**src/rtl/frame_sync_ctrl.sv**
```systemverilog
// Frame-alignment sequencer: hunts, confirms, flywheels and drops sync around the serial pattern detector.
// Define FRAME_CNT_EN to add the 16-bit FRAME_CNT frame counter output.
module frame_sync_ctrl #(
  parameter int FRAME_LEN   = 16,
  parameter int CONFIRM_CNT = 2,
  parameter int MISS_CNT    = 3
) (
  input  logic                         CLK,
  input  logic                         SCLR_N,
  input  logic                         PDET,
  input  logic                         RESYNC,
  output logic                         DET_SCLR,
  output logic                         LOCKED,
  output logic [$clog2(FRAME_LEN)-1:0] BIT_POS,
  output logic                         FRAME_START,
  output logic                         SYNC_ERR,
  output logic                         LOSS,
`ifdef FRAME_CNT_EN
  output logic [15:0]                  FRAME_CNT,
`endif
  output logic [1:0]                   DBG_STATE
);

  localparam int CW = $clog2(FRAME_LEN);
  localparam int HW = $clog2(CONFIRM_CNT + 1);
  localparam int MW = $clog2(MISS_CNT + 1);
  localparam logic [CW-1:0] LAST = CW'(FRAME_LEN - 1);

  typedef enum logic [1:0] {
    HUNT     = 2'd0,
    VERIFY   = 2'd1,
    LOCK     = 2'd2,
    FLYWHEEL = 2'd3
  } state_t;

  state_t        state_q, state_d;
  logic [HW-1:0] hit_q, hit_d;
  logic [MW-1:0] miss_q, miss_d;
  logic [CW-1:0] bit_d;
  logic          sclr_d, err_d, loss_d, locked_d, fs_d;
  logic          pdet_v, win, lose;

  assign DBG_STATE = state_q;

  // PDET/RESYNC are single-cycle qualifiers sampled on the edge; there is no backpressure.
  always_comb begin
    state_d  = state_q;
    hit_d    = hit_q;
    miss_d   = miss_q;
    bit_d    = (state_q == HUNT || BIT_POS == LAST) ? '0 : BIT_POS + CW'(1);
    sclr_d   = 1'b0;
    err_d    = 1'b0;
    loss_d   = 1'b0;
    lose     = 1'b0;
    // The detector history is invalid in the cycle its clear is visible.
    pdet_v   = PDET & ~DET_SCLR;
    win      = (BIT_POS == LAST);
    if (RESYNC) begin
      state_d = HUNT;
      hit_d   = '0;
      miss_d  = '0;
      bit_d   = '0;
      sclr_d  = 1'b1;
    end else begin
      case (state_q)
        HUNT: begin
          if (pdet_v) begin
            bit_d   = '0;
            hit_d   = HW'(1);
            state_d = (CONFIRM_CNT == 1) ? LOCK : VERIFY;
          end
        end
        VERIFY: begin
          if (win) begin
            if (pdet_v) begin
              hit_d = hit_q + HW'(1);
              if (int'(hit_q) + 1 == CONFIRM_CNT) state_d = LOCK;
            end else begin
              state_d = HUNT;
              hit_d   = '0;
            end
          end
        end
        LOCK, FLYWHEEL: begin
          if (win) begin
            if (pdet_v) begin
              state_d = LOCK;
              miss_d  = '0;
            end else begin
              err_d   = 1'b1;
              miss_d  = miss_q + MW'(1);
              state_d = FLYWHEEL;
              if (int'(miss_q) + 1 == MISS_CNT) lose = 1'b1;
            end
          end
        end
        default: state_d = HUNT;
      endcase
    end
    if (lose) begin
      loss_d  = 1'b1;
      sclr_d  = 1'b1;
      state_d = HUNT;
      hit_d   = '0;
      miss_d  = '0;
      bit_d   = '0;
    end
    locked_d = (state_d == LOCK) || (state_d == FLYWHEEL);
    fs_d     = locked_d && (bit_d == '0);
  end

  always_ff @(posedge CLK) begin
    if (!SCLR_N) begin
      state_q     <= HUNT;
      hit_q       <= '0;
      miss_q      <= '0;
      BIT_POS     <= '0;
      LOCKED      <= 1'b0;
      FRAME_START <= 1'b0;
      SYNC_ERR    <= 1'b0;
      LOSS        <= 1'b0;
      DET_SCLR    <= 1'b1;
    end else begin
      state_q     <= state_d;
      hit_q       <= hit_d;
      miss_q      <= miss_d;
      BIT_POS     <= bit_d;
      LOCKED      <= locked_d;
      FRAME_START <= fs_d;
      SYNC_ERR    <= err_d;
      LOSS        <= loss_d;
      DET_SCLR    <= sclr_d;
    end
  end

`ifdef FRAME_CNT_EN
  // Count tracks FRAME_START in the same cycle; any detector clear restarts it.
  always_ff @(posedge CLK) begin
    if (!SCLR_N || sclr_d) FRAME_CNT <= '0;
    else if (fs_d)         FRAME_CNT <= FRAME_CNT + 16'd1;
  end
`endif

endmodule
```
**config.mk**
```make
export PLATFORM = sky130hd
export DESIGN_NAME = frame_sync_ctrl
export DESIGN_NICKNAME = d
export VERILOG_FILES = /design/src/rtl/frame_sync_ctrl.sv
export SDC_FILE = /design/constraint.sdc
export NUM_CORES = 1
export LEC_CHECK = 0
export ABC_AREA = 1
export BUFFER_PORTS_ARGS = -buffer_cell sky130_fd_sc_hd__buf_4
export CAP_MARGIN = 20
export CELL_PAD_IN_SITES_DETAIL_PLACEMENT = 0
export CELL_PAD_IN_SITES_GLOBAL_PLACEMENT = 1
export CORE_MARGIN = 2
export CORE_UTILIZATION = 35
export DETAILED_ROUTE_END_ITERATION = 7
export GPL_TIMING_DRIVEN = 0
export PLACE_DENSITY_LB_ADDON = 0.12
export SLEW_MARGIN = 10
export SYNTH_ARGS = -nofsm -noshare
export SYNTH_HDL_FRONTEND = slang
export SYNTH_SLANG_ARGS = --single-unit
```
**constraint.sdc**
```tcl
create_clock -name CLK -period 1.6 [get_ports CLK]
set_clock_uncertainty 0.2 [all_clocks]
set_input_delay 0.08 -clock CLK [delete_from_list [all_inputs] [get_ports CLK]]
set_output_delay 0.08 -clock CLK [all_outputs]
set_load 0.005 [all_outputs]
```
Word-level counts from Yosys, hierarchy flattened
Index checks and enable logic that the tools add are counted.

operators by class
  equality and inequality tests = 10
  bitwise gates (word level) = 5
  $lt $le $gt $ge = 0
  reductions and logical operators = 12
  shift-type cells = 0
  div/mod/pow operators = 0
  multiplexer cells = 27
  multipliers = 0
  add/sub/neg operators = 5

operators with widths
  operator               number
  $mux W2                11
  $mux W4                5
  $mux W1                9
  $eq A2 B2 Y1 const B   4
  $add A2 B1 Y3 const B  2
  $eq A3 B2 Y1 const B   2
  $pmux W2 S3            1
  $add A2 B1 Y2 const B  2
  $add A4 B1 Y4 const B  1
  $eq A4 B4 Y1 const B   1
  $logic_not A4 Y1       1
  $ne A2 B2 Y1 const B   2
  $not A1 Y1             4
  $pmux W2 S2            1
  $reduce_or A2 Y1       2
  $reduce_or A4 Y1       1
  $reduce_and A3 Y1      1
  $reduce_or A3 Y1       1
  $eq A2 B1 Y1 const B   1
  $logic_not A2 Y1       1
  $logic_or A1 B1 Y1     2
  $reduce_and A2 Y1      1
  $reduce_bool A2 Y1     1
  $and A1 B1 Y1          1
  $logic_and A1 B1 Y1    1

word-level totals
  logic and storage cells = 68
  output and inout bits = 11
  latch bits = 0
  bits in registers = 15
  memories kept = 0
  bits of input ports = 4
  memory bits (read-only) = 0
  memory bits (writable) = 0

Longest topological paths before layout
Gate-level depths: netlist of the first run.

  word-level depth = 11
  depth in mapped cells = 9

Least setup slack after synthesis of the first run
OpenSTA, ideal clock, no wires.

  path kind = flip-flop to flip-flop
  from = reg BIT_POS[0]
  to = reg FRAME_START
  setup slack = 0.136 ns
  data arrival time = 1.153 ns
  clock period less this slack = 1.464 ns
  path buffers = 0
  stages on the path, launching flop included = 9
  cell sequence = dfxtp_1 ha_1 nand3_2 nor2_4 nand2_2 nand2_4 inv_2 nand2_2 nor2_1

between the ends
  word-level cells in the longest chain between the ends = 9

ends and longest elaborated chain
  what                                                                   line  text
  from (decl)                                                            14    output logic [$clog2(FRAME_LEN)-1:0] BIT_POS,
  from (signal assigned)                                                 127   BIT_POS <= bit_d;
  parallel branches: the longest is 8 deep, another holds $add A4 B1 Y4  n/a
  $logic_and A1 B1 Y1 (*)                                                109   fs_d = locked_d && (bit_d == '0);
  to (signal assigned)                                                   129   FRAME_START <= fs_d;
  to (decl)                                                              15    output logic FRAME_START,

Every way passes the cells marked *.
A chain may end at the register's enable or synchronous reset.

Worst setup path after layout of the first run
Ends and elaborated chain as after synthesis.

==> metrics.log, run 1 <==
INFO  metric yosys-top-cells-area = sky130_fd_sc_hd__dfxtp_1 43%, sky130_fd_sc_hd__nand2_1 8.1%, sky130_fd_sc_hd__nor2_1 8.1%, sky130_fd_sc_hd__inv_1 7.0%, sky130_fd_sc_hd__nand3_1 5.8%
INFO  metric dieArea = 0.002360 mm²
INFO  metric clock-sinks = 15
INFO  metric wire_length_of_the_first_global_routing_pass = roughly 2.4 mm
INFO  metric layout.core_utilization = 47.33%
INFO  metric synthAdderAreaFrac = 5.396%
INFO  metric dr.first_iter.drc_count = 16
INFO  metric synth_edf_count = 0
INFO  metric die_height = between 40 and 50 µm
INFO  metric critical_path.startpoint_type = flop
INFO  metric antenna-diode-count = 0
INFO  metric synth_fp_nets = 100
INFO  metric period_share = 93.55%
INFO  metric antenna_violating_nets_post_route = 0
INFO  metric synth_async_sr_flop_share = 0%
INFO  metric path_max_fanout = 6
INFO  metric pwr_density_cell = 695.5 mW/mm²
INFO  metric final.min_clock_period = 1.497 ns
INFO  metric synth_xor_xnor_area_share = 0%
INFO  metric clock_latency = 0.29 ns
INFO  metric detail_route.drc_violations = 0
INFO  metric placed_cells = roughly 130
INFO  metric floorplan.initialDensity = 36.20%
INFO  metric worstMarginPinSlew = 0.2565 ns
INFO  metric grtUsageTotal = a little over an eighth
INFO  metric finalPower = 632.6 µW
INFO  metric setup_tns = 0 ns
INFO  metric most_frequently_used_flop_master_after_synthesis = sky130_fd_sc_hd__dfxtp_1
INFO  metric most-common-layout-cells = 15 x sky130_fd_sc_hd__nand2_1, 15 x sky130_fd_sc_hd__nor2_1, 15 x sky130_fd_sc_hd__buf_4
INFO  metric leakage = 0.4137 nW
INFO  metric std_cell_rows = 16
INFO  metric number_of_warning_messages_in_the_yosys_log = 0
INFO  metric dr.pass1.iters = 4
INFO  metric maxCapViolations = 0
INFO  metric post_dp_cell_area = 834.6 µm²
INFO  metric timing.critical_path.arrival = 1.49 ns
INFO  metric hp-class = in -> reg
INFO  metric wire_per_inst = approximately 10 µm
INFO  metric core_region_area = 0.001922 mm²
INFO  metric grt_overflow = 0
INFO  metric finalMaxSlewViolations = 0
INFO  metric synth_simple_gate_area_share = between 30 and 40%
INFO  metric synth_compound_gate_area_share = 7.374%
INFO  metric fmax = 0.6681 GHz
INFO  metric dp_hpwl = 1.053 mm
INFO  metric wire_length_reported_by_the_detailed_router = 1.407 mm
INFO  metric vias_in_the_first_global_route = 588
INFO  metric layout-area-overhead-vs-synth = 30.76%
INFO  metric status = finished clean
INFO  metric synth_top_cell_area_share = 43.17%
INFO  metric vias = 644
INFO  metric rsz0062_at_grt = false
INFO  metric placement.io_buffers = 14
INFO  metric clk_transition_reported_paths = 0.10 ns
INFO  metric pin_count_of_the_biggest_net_entering_global_routing = 10
INFO  metric die_width = 48.58 µm
INFO  metric reg2reg_setup_slack = 0.10 ns
INFO  metric design_area = 909.6 µm²
INFO  metric finalSetupViolCount = 0
INFO  metric timing.final.hold_violations = 0
INFO  metric via_per_inst = 4.567
INFO  metric grt_antenna_before_repair = 0
INFO  metric nets = 122
INFO  metric cts-htree-levels = 1
INFO  metric synth_top_family_by_area = simple AND/OR/NAND/NOR gates
INFO  metric syn_avg_cell_area = about 7.5 µm²
INFO  metric root_buffer = sky130_fd_sc_hd__clkbuf_4
INFO  metric syn-cell-area = 695.7 µm²
INFO  metric crit_path_end_kind = flop
INFO  metric timing.critical_path.required = 1.60 ns
INFO  metric gp_congestion = 0.8131
INFO  metric layout-drive-gt1-share = 29.82%
INFO  metric synth_seq_cells = 15
INFO  metric mux_share_of_post_synthesis_cell_area = 0%
INFO  metric postSynthCellCount = 93
INFO  metric fraction_of_the_yosys_area_taken_by_sequential_cells = 43.17%
INFO  metric post-synth-top-area-cell = sky130_fd_sc_hd__dfxtp_1
INFO  metric final_cell_count_no_fill = between 100 and 150
INFO  metric vdd_ir_drop_max = 0.0006735 V
INFO  metric timing_worst_setup_path_type = reg -> reg
INFO  metric clk_path_buf_depth = 2
INFO  metric synthDistinctLibCells = 19
INFO  metric tritoncts = done
INFO  metric top_level_ports = 15
INFO  metric cts_made_buffers = 3
INFO  metric max-slew-margin-rel = 82.88%
## cell usage after synthesis (2+ instances only)
library cell	count
sky130_fd_sc_hd__dfxtp_1	15
sky130_fd_sc_hd__nand2_1	15
sky130_fd_sc_hd__nor2_1	15
sky130_fd_sc_hd__inv_1	13
sky130_fd_sc_hd__nand3_1	8
sky130_fd_sc_hd__nand2_2	4
sky130_fd_sc_hd__o21ai_0	4
sky130_fd_sc_hd__a21oi_1	3
sky130_fd_sc_hd__ha_1	3
sky130_fd_sc_hd__nand4_1	2
sky130_fd_sc_hd__nor2_2	2
sky130_fd_sc_hd__nor4_1	2
## layout make-up
| type | instances | area (µm²) |
|---|---|---|
| fillers | 210 | 1012 |
| multi-input cells | 64 | 357.8 |
| flip-flops and latches | 15 | 305.3 |
| repair buffers | 17 | 132.6 |
| inverters | 14 | 52.55 |
| well taps | 27 | 33.78 |
| clock buffers | 3 | 22.52 |
| clock inverters | 1 | 5.005 |
## routing by layer
layer | vias up | share of wire, % | GRT usage, %
met4 | 0 | 0 | 2.857
met1 | 288 | 54 | 17.51
met5 | - | 0 | 0
met3 | 0 | 3.9 | 6.481
met2 | 14 | 42 | 20.14
li1 | 342 | - | -
## path summary, 6_finish.rpt
check | from | end | cells after the start
max | BIT_POS[0] | FRAME_START | 8
min reg2reg | BIT_POS[0] | BIT_POS[0] | 1
max reg2reg | BIT_POS[0] | FRAME_START | 8
min | PDET | SYNC_ERR | 4
## critical path: stages (launching register included)
cell and delay (ns):
sky130_fd_sc_hd__dfxtp_4 0.38, sky130_fd_sc_hd__ha_2 0.23, sky130_fd_sc_hd__nand3_4 0.10, sky130_fd_sc_hd__nor2_4 0.15, sky130_fd_sc_hd__nand2_2 0.08, sky130_fd_sc_hd__nand2_4 0.10
sky130_fd_sc_hd__inv_2 0.05, sky130_fd_sc_hd__nand2_2 0.07, sky130_fd_sc_hd__nor2_1 0.05
## where the power goes
group / total [mW] / internal, mW / switching [mW]
combinational: 0.0386 / 0.0171 / 0.0215
sequential: 0.377 / 0.374 / 0.00258
clock: 0.217 / 0.0928 / 0.124
## stage by stage
step	hold slack [ns]	worst slack (ns)
detailed placement	0.08017	-0.04281
global route	0.02860	0.01039
CTS	0.01165	0.02125
finish	0.004300	0.1033
global placement	0.07877	-0.04923
floorplan	-0.04209	0.1359
## flip-flops by register name (all words and copies together) (netlist names)
| register | cells |
|---|---|
| LOSS | 1 |
| hit_q | 2 |
| SYNC_ERR | 1 |
| FRAME_START | 1 |
| DBG_STATE | 2 |
| miss_q | 2 |
| DET_SCLR | 1 |
| LOCKED | 1 |
| BIT_POS | 4 |
## cells by family (layout without fill, tap and decap cells)
logic type               Yosys count  after routing
AO/OA/AOI/OAI                      9              9
flip-flops                        15             15
adder cells (fa/ha/maj)            3              3
AND/OR/NAND/NOR                   52             52
buffers and inverters             14             35
## repair_timing
action / CTS / global route
setup endpoints to repair: 4 / 6
buffers inserted: 0 / 1
endpoints found under the hold margin: 11 / 0
resized for setup: 1 / 5
pin swaps: 0 / 1
hold buffers: 2 / 0
Power figures use the tool's default switching activity.
==> inputs of run 2 (changes only) <==
Settings changed: BUFFER_PORTS_ARGS -buffer_cell sky130_fd_sc_hd__buf_4 to default, DONT_BUFFER_PORTS from default to 1.
==> metrics.log, run 2 (same netlist as run 1, synthesis figures left out) <==
INFO  metric floorplan.initialDensity = 36.20% (unchanged)
INFO  metric cpPeakStageDelay = 0.40 ns (+0.02 ns)
INFO  metric wire_length_reported_by_the_detailed_router = 1.389 mm (-1.3%)
INFO  metric clock-sinks = 15 (unchanged)
INFO  metric vdd_ir_drop_max = 0.0006275 V (-6.8%)
INFO  metric die_width = 48.58 µm (unchanged)
INFO  metric antenna-diode-count = 0 (unchanged)
INFO  metric std_cell_rows = 16 (unchanged)
INFO  metric antenna_violating_nets_post_route = 0 (unchanged)
INFO  metric grtUsageTotal = 13.25% (-0.15 points)
INFO  metric setup_tns = 0 ns (unchanged)
INFO  metric timing.critical_path.mode_cell = sky130_fd_sc_hd__nand2_2
INFO  metric path_max_fanout = 6 (unchanged)
INFO  metric finalSetupViolCount = 0 (unchanged)
INFO  metric gp_congestion = 0.7812 (-3.9%)
INFO  metric critPathBufInv = 1 (unchanged)
INFO  metric leakage = 0.3419 nW (-17%)
INFO  metric pwr_density_cell = 764.0 mW/mm² (+9.9%)
INFO  metric cts-htree-levels = 1 (unchanged)
INFO  metric top_level_ports = 15 (unchanged)
INFO  metric status = finished clean
INFO  metric largest_register_ffs = 4 (unchanged)
INFO  metric timing_worst_setup_path_type = reg -> reg
INFO  metric timing.final.hold_violations = 0 (unchanged)
INFO  metric hp-class = reg -> reg
INFO  metric dp_hpwl = 1.021 mm (-3.0%)
INFO  metric worstMarginPinSlew = 0.2732 ns (+0.01672 ns)
INFO  metric vias = 601 (-6.7%)
INFO  metric tritoncts = done
INFO  metric crit_path_cell_trace = ha_4, nand3_4, nor2_4, nand2_2, nand2_4, inv_2, nand2_2, nor2_1
INFO  metric wire_per_inst = 10.85 µm (+8.7%)
INFO  metric pin_count_of_the_biggest_net_entering_global_routing = 9 (-1)
INFO  metric fmax = 0.6867 GHz (+2.8%)
INFO  metric die_height = 48.58 µm (unchanged)
INFO  metric path_delay_family = simple AND/OR/NAND/NOR gates
INFO  metric grt_antenna_before_repair = 0 (unchanged)
INFO  metric detail_route.drc_violations = 0 (unchanged)
INFO  metric core_region_area = 0.001922 mm² (unchanged)
INFO  metric via_per_inst = 4.695 (+2.8%)
INFO  metric root_buffer = sky130_fd_sc_hd__clkbuf_4
INFO  metric grt_overflow = 0 (unchanged)
INFO  metric maxCapViolations = 0 (unchanged)
INFO  metric period_share = 91.01% (-2.5 points)
INFO  metric layout-area-overhead-vs-synth = 18.35%
INFO  metric clk_transition_reported_paths = 0.09 ns (about the same)
INFO  metric rsz0062_at_grt = false
INFO  metric clk_path_buf_depth = 2 (unchanged)
INFO  metric cts_made_buffers = 3 (unchanged)
INFO  metric critical_path.slowest_cell = sky130_fd_sc_hd__dfxtp_4
INFO  metric critical_path.startpoint_type = flop
INFO  metric nets = 109 (-11%)
INFO  metric crit_path_end_kind = flop
INFO  metric dr.first_iter.drc_count = 21 (+5)
INFO  metric timing.critical_path.arrival = 1.44 ns (-0.05 ns)
INFO  metric vias_in_the_first_global_route = 571 (-2.9%)
INFO  metric finalMaxSlewViolations = 0 (unchanged)
INFO  metric placement.io_buffers = 0 (-14)
INFO  metric max_flop_register = BIT_POS
INFO  metric most-common-layout-cells = 15 x sky130_fd_sc_hd__nand2_1, 15 x sky130_fd_sc_hd__nor2_1, 13 x sky130_fd_sc_hd__dfxtp_1, 13 x sky130_fd_sc_hd__inv_1, 8 x sky130_fd_sc_hd__nand3_1
INFO  metric dieArea = 0.002360 mm² (unchanged)
INFO  metric clock_latency = 0.28 ns (about the same)
INFO  metric layout-drive-gt1-share = 18.81% (-11 points)
INFO  metric wire_length_of_the_first_global_routing_pass = 2.408 mm (unchanged)
INFO  metric timing.critical_path.required = 1.59 ns (about the same)
INFO  metric max-slew-margin-rel = 81.76% (-1.1 points)
INFO  metric final.min_clock_period = 1.456 ns (-0.04058 ns)
INFO  metric layout.core_utilization = 42.84% (-4.5 points)
INFO  metric dr.pass1.iters = 4 (unchanged)
## run 2: changes by cell type in the layout (fill, tap and decap cells not counted)
cell,before,now
sky130_fd_sc_hd__ha_4,0,1
sky130_fd_sc_hd__dlygate4sd3_1,2,3
sky130_fd_sc_hd__buf_4,15,1
sky130_fd_sc_hd__ha_2,1,0
sky130_fd_sc_hd__clkinv_2,1,0
sky130_fd_sc_hd__clkbuf_1,0,1
## run 2: metal layers
layer | track usage (%) | wire length [µm]
met1 | 16.67 | 721
met2 | 20.14 | 572
met3 | 7.099 | 96
met4 | 2.857 | 0
met5 | 0 | 0
## run 2: where the power goes
group | leakage [nW] | internal, mW | switching, mW | total (mW)
Sequential | 0.122 | 0.374 | 0.00319 | 0.377
Clock | 0.0150 | 0.0969 | 0.123 | 0.220
Combinational | 0.204 | 0.0118 | 0.0201 | 0.0319
## run 2: worst register-to-register path: cells and delay by family (launching register included)
family,cells,cell delay (ns)
flip-flops,1,0.40
AND/OR/NAND/NOR,6,0.54
buffers and inverters,1,0.05
adder cells (fa/ha/maj),1,0.17
## run 2: area by class of cell
type / instances / area (µm²)
Multi-Input combinational cell: 64 / 367.9
Inverter: 14 / 52.55
Sequential cell: 15 / 305.3
Clock buffer: 4 / 26.28
Fill cell: 217 / 1099
Tap cell: 27 / 33.78
Timing Repair Buffer: 4 / 37.54
## run 2: path summary, 6_finish.rpt
| check | to | from | cells past startpoint | slack, ns |
|---|---|---|---|---|
| max | FRAME_START | BIT_POS[0] | 8 | 0.14 |
| min | miss_q[0] | miss_q[0] | 2 | 0.27 |
| max reg2reg | FRAME_START | BIT_POS[0] | 8 | 0.14 |
| min reg2reg | miss_q[0] | miss_q[0] | 2 | 0.27 |
## run 2: repair_timing
item,4_1_cts,5_1_grt
resized for setup,3,4
endpoints found under the setup margin,5,6
pin swaps,0,1
endpoints found under the hold margin,15,0
buffers inserted,0,1
hold buffers,3,0
## run 2: through the flow
step | worst slack, ns | hold WS (ns) | cell area [µm²] | std cells | total power, mW
6_report | 0.1438 | 0.2695 | 823.3 | 128 | 0.6290
4_1_cts | 0.02216 | 0.2696 | 790.8 | 127 | 0.6414
2_1_floorplan | 0.1359 | -0.04209 | 695.7 | 93 | 0.4067
5_1_grt | 0.04091 | 0.3044 | 823.3 | 128 | 0.6591
3_3_place_gp | -0.07561 | -0.03950 | 729.5 | 120 | 0.4128
3_5_place_dp | -0.05579 | -0.03675 | 729.5 | 120 | 0.4126
